--- src/rtl/gnr_floyd_ctrl.sv ---
// rtl/gnr_floyd_ctrl.sv - Floyd cycle-detection sweep sequencer for the GRN node array
// Optional attractor snapshot register: GNR_ATTR_STATE_EN
module gnr_floyd_ctrl #(
    parameter int NUM_NODES = 4,
    parameter int CNT_W     = 16,
    parameter int MAX_STEPS = 1000
) (
    input  logic                 clk,
    input  logic                 rst,
    input  logic                 start,
    output logic                 reset_nos,
    output logic [NUM_NODES-1:0] init_vec,
    output logic                 start_s0,
    output logic                 start_s1,
    input  logic [NUM_NODES-1:0] s0_vec,
    input  logic [NUM_NODES-1:0] s1_vec,
    output logic                 res_valid,
    input  logic                 res_ready,
    output logic [NUM_NODES-1:0] res_init,
    output logic [CNT_W-1:0]     res_steps,
    output logic [CNT_W-1:0]     res_period,
    output logic                 res_timeout,
    output logic [NUM_NODES-1:0] res_state,
    output logic                 busy,
    output logic                 done
);

    typedef enum logic [2:0] {
        S_IDLE,
        S_LOAD,
        S_RUN,
        S_PERIOD,
        S_DONE
    } state_t;

    localparam logic [CNT_W-1:0]     MAX_CNT   = CNT_W'(MAX_STEPS);
    localparam logic [NUM_NODES-1:0] LAST_INIT = '1;

    state_t                 state_q, state_d;
    logic [NUM_NODES-1:0]   cur_init_q, cur_init_d;
    logic [CNT_W-1:0]       steps_q, steps_d;
    logic [CNT_W-1:0]       per_q, per_d;
    logic                   timeout_q, timeout_d;
    logic [NUM_NODES-1:0]   attr_out;
    logic                   match;
    logic                   run_hit;

    assign match    = (s0_vec == s1_vec);
    // Right after LOAD tortoise and hare are trivially equal, so step 0 never counts as a meeting.
    assign run_hit  = (steps_q != '0) && match;
    assign init_vec = cur_init_q;
    assign busy     = (state_q != S_IDLE);

    always_comb begin
        state_d     = state_q;
        cur_init_d  = cur_init_q;
        steps_d     = steps_q;
        per_d       = per_q;
        timeout_d   = timeout_q;
        reset_nos   = 1'b0;
        start_s0    = 1'b0;
        start_s1    = 1'b0;
        res_valid   = 1'b0;
        res_init    = '0;
        res_steps   = '0;
        res_period  = '0;
        res_timeout = 1'b0;
        res_state   = '0;
        done        = 1'b0;
        case (state_q)
            S_IDLE: begin
                if (start) begin
                    state_d    = S_LOAD;
                    cur_init_d = '0;
                    timeout_d  = 1'b0;
                end
            end
            S_LOAD: begin
                reset_nos = 1'b1;
                steps_d   = '0;
                per_d     = '0;
                timeout_d = 1'b0;
                state_d   = S_RUN;
            end
            S_RUN: begin
                if (run_hit) begin
                    state_d = S_PERIOD;
                end else if (steps_q == MAX_CNT) begin
                    timeout_d = 1'b1;
                    state_d   = S_DONE;
                end else begin
                    start_s0 = 1'b1;
                    start_s1 = 1'b1;
                    steps_d  = steps_q + CNT_W'(1);
                end
            end
            S_PERIOD: begin
                // Tortoise stays frozen on an attractor state; only the hare walks the loop.
                if ((per_q != '0) && match) begin
                    state_d = S_DONE;
                end else if (per_q == MAX_CNT) begin
                    timeout_d = 1'b1;
                    state_d   = S_DONE;
                end else begin
                    start_s1 = 1'b1;
                    per_d    = per_q + CNT_W'(1);
                end
            end
            S_DONE: begin
                res_valid   = 1'b1;
                res_init    = cur_init_q;
                res_steps   = steps_q;
                res_period  = per_q;
                res_timeout = timeout_q;
                res_state   = attr_out;
                if (res_ready) begin
                    if (cur_init_q == LAST_INIT) begin
                        done    = 1'b1;
                        state_d = S_IDLE;
                    end else begin
                        cur_init_d = cur_init_q + NUM_NODES'(1);
                        timeout_d  = 1'b0;
                        state_d    = S_LOAD;
                    end
                end
            end
            default: state_d = S_IDLE;
        endcase
    end

    always_ff @(posedge clk) begin
        if (rst) begin
            state_q    <= S_IDLE;
            cur_init_q <= '0;
            steps_q    <= '0;
            per_q      <= '0;
            timeout_q  <= 1'b0;
        end else begin
            state_q    <= state_d;
            cur_init_q <= cur_init_d;
            steps_q    <= steps_d;
            per_q      <= per_d;
            timeout_q  <= timeout_d;
        end
    end

`ifdef GNR_ATTR_STATE_EN
    logic [NUM_NODES-1:0] attr_state_q, attr_state_d;

    // Cleared on every LOAD so a RUN timeout reports a zero snapshot.
    always_comb begin
        attr_state_d = attr_state_q;
        if (state_q == S_LOAD) begin
            attr_state_d = '0;
        end else if ((state_q == S_RUN) && run_hit) begin
            attr_state_d = s0_vec;
        end
    end

    always_ff @(posedge clk) begin
        if (rst) begin
            attr_state_q <= '0;
        end else begin
            attr_state_q <= attr_state_d;
        end
    end

    assign attr_out = attr_state_q;
`else
    assign attr_out = '0;
`endif

endmodule

--- config.mk ---
export PLATFORM = sky130hd
export DESIGN_NAME = gnr_floyd_ctrl
export DESIGN_NICKNAME = d
export VERILOG_FILES = /design/src/rtl/gnr_floyd_ctrl.sv
export SDC_FILE = /design/constraint.sdc
export NUM_CORES = 1
export LEC_CHECK = 0
export ABC_AREA = 1
export CAP_MARGIN = 20
export CORE_MARGIN = 4
export CORE_UTILIZATION = 45
export DETAILED_ROUTE_END_ITERATION = 12
export PLACE_DENSITY = 0.72
export SLEW_MARGIN = 0
export SYNTH_ARGS = -nofsm -noshare
export SYNTH_HDL_FRONTEND = slang
export SYNTH_SLANG_ARGS = --single-unit
--- constraint.sdc ---
create_clock -name clk -period 3.45 [get_ports clk]
set_clock_uncertainty 0.05 [all_clocks]
set_input_delay 0.69 -clock clk [delete_from_list [all_inputs] [get_ports clk]]
set_output_delay 0.69 -clock clk [all_outputs]
set_load 0.1 [all_outputs]
==> out/results.tsv <==
metric	value	unit
nets	584	
tightest_slew	0.695	ns
sw_frac_of_total	54.2	%
yosys_warnings	0	
core	0.00635	mm^2
grt-ovfl-total	0	
required	2.71	ns
slew-limit-headroom	53.7	%
drive_gt1_share	13.7	%
end_kind	output pin	
die_height	88.9	um
comb_power_share	56.6	%
synth-seq-cells	40	
cts_root_buffer	clkbuf_8	
async_reset_ff_share	0	%
route.detailed.drc	0	
path_clk_slew	0.09	ns
grt_util_all_layers	20.9	%
clock-sinks	40	
cts_resized	0	
wl	8080	um
die_w	88.9	um
dp_cells	637	
post-route-cell-area	0.00354	mm^2
vias_per_cell	4.94	
fmax	345	MHz
drtAntennaViolNets	0	
power.switching	1.12	mW
cts_tree	yes	
worstPathMaxFanout	5	
wl_per_cell	12.5	um
ys_top_cells_by_count	nand2_1, nor2_1, inv_1	
dp_hpwl	6070	um
start_util	46.3	%
fin_crit	2.90	ns
cts_buffers	5	
hold_viol	0	
hold_class	reg2reg	
grt_antenna_before_repair	0	
antenna_cells	0	
setup_slack	0.554	ns
status	finished, final reports clean	
start_kind	primary input	
yosysTopAreaCell	dfxtp_1	
grt_pass1_vias	2926	
htree_levels	2	
p_int	943	uW
rsz0062_at_grt	false	
ios	63	
synth_seq_area_share	27.2	%
synthTopCellsByArea	dfxtp_1, nand2_1, nor2_1	
power.share.clock	16.5	%
cts_setup_buffers	0	
finalSetupViolations	0	
ir_drop	0.490	mV
clk-insertion-delay-late	0.31	ns
finalPower	2.06	mW
p_leak	1.38	nW
synth_most_common_cell	nand2_1	
grt_pass1_wl	13100	um
num_vias	3185	
utilization	55.8	%
max-cap-violations	0	
synth_edf_count	0	
synth_area	0.00294	mm^2
p_seq_share	27.0	%
synth_flop_cell	dfxtp_1	
drt_iter0_drc	136	
layout_worst_path_cycle_share	83.9	%
worstSetupPathType	in2out	
grt_max_degree	38	
dpl_cell_area	0.00345	mm^2
synth_top_area_share	27.2	%
dp_slack	0.557	ns
ctsHoldBuffers	0	
portBuffers	58	
firstDrtPassIters	4	
rows	29	
syn-instance-count	513	
final_cells	645	
p_per_area	581	mW/mm^2
synthToLayoutAreaGrowth	20.4	%
dieArea	0.00790	mm^2
clk_path_buf_depth	2	
final-max-slew-violation-count	0	
arrival	2.16	ns
gp_congestion	0.938	
syn_area_per_cell	5.74	um^2
synth.distinct_cells	30	
flip-flops by register name (all words and copies together) (netlist names):
register   cells
init_vec       4
per_q         16
steps_q       16
state_q        3
timeout_q      1
critical path, cell delays in order:
cell             delay, ns
clkdlybuf4s50_1       0.49
xnor2_1               0.13
nand2_1               0.08
nor2_2                0.19
nand2_1               0.14
nand2_2               0.14
nand2_1               0.12
buf_12                0.18
routing by layer:
metal	GRT usage, %	up-vias	share of wire [%]	wire length [um]
met4	8.38	0	1.9	151
met2	36.4	92	48	3870
met1	25.3	1410	45	3630
met5	0	-	0	0
met3	3.54	15	5.3	432
li1	-	1668	-	-
cell usage in the layout, fill, tap and decap left out:
master / netlist / routed
a21oi_1: 29 / 29
a31oi_1: 1 / 1
nor2_2: 5 / 6
o21a_1: 1 / 1
nand3_1: 31 / 31
clkbuf_8: 0 / 6
inv_1: 64 / 64
conb_1: 1 / 4
clkdlybuf4s50_1: 0 / 11
nand2_1: 131 / 131
xnor2_1: 3 / 3
and2_1: 1 / 1
xor2_1: 14 / 14
nand2_2: 3 / 3
nand2_4: 1 / 1
nor2_4: 2 / 2
nor3_2: 1 / 1
inv_2: 7 / 7
nor3b_1: 3 / 3
nor2_1: 125 / 124
o21ai_1: 3 / 3
buf_4: 5 / 46
nand4_1: 5 / 5
a21oi_2: 2 / 2
o21ai_0: 12 / 12
dfxtp_1: 40 / 40
nor3_1: 8 / 8
ha_1: 5 / 5
clkinv_2: 0 / 2
buf_12: 0 / 2
cell families (layout without fill, tap and decap cells):
| logic type | after synthesis | after routing | synth area share (%) |
|---|---|---|---|
| XOR/XNOR | 17 | 17 | 5.06 |
| adder cells (fa/ha/maj) | 5 | 5 | 2.13 |
| flip-flops | 40 | 40 | 27.2 |
| AND/OR/NAND/NOR | 316 | 316 | 44.5 |
| buffers and inverters | 86 | 138 | 12.4 |
| other | 1 | 4 | 0.127 |
| AO/OA/AOI/OAI | 48 | 48 | 8.55 |
path summary, 6_finish.rpt:
| kind | start | to | slack [ns] | depth (start not counted) |
|---|---|---|---|---|
| min reg2reg | timeout_q$_SDFFE_PP0P_ | timeout_q$_SDFFE_PP0P_ | 0.45 | 2 |
| max reg2reg | steps_q[0]$_SDFFE_PP0P_ | steps_q[4]$_SDFFE_PP0P_ | 1.37 | 9 |
| min | timeout_q$_SDFFE_PP0P_ | timeout_q$_SDFFE_PP0P_ | 0.45 | 2 |
| max | s1_vec[3] | start_s1 | 0.55 | 8 |
metrics by stage:
stage	hold slack (ns)	TNS, ns
after floorplan	0.402	-0.576
after global placement	0.422	0
after detailed placement	0.428	0
after CTS	0.450	0
after global routing	0.477	0
final	0.452	0
power by group through the flow:
stage | clock (mW) | combinational, mW | sequential (mW)
floorplan | 0 | 0.936 | 0.581
global placement | 0 | 1.16 | 0.565
detailed placement | 0 | 1.17 | 0.566
CTS | 0.348 | 1.17 | 0.555
global route | 0.363 | 1.28 | 0.562
finish | 0.339 | 1.16 | 0.555
cell type report:
type / count / area, um^2
flip-flops and latches: 40 / 801
clock inverters: 2 / 10.0
fillers: 700 / 2810
well taps: 77 / 96.3
inverters: 71 / 267
multi-input cells: 390 / 1790
repair buffers: 59 / 495
clock buffers: 6 / 82.6
Power figures use the tool's default switching activity.
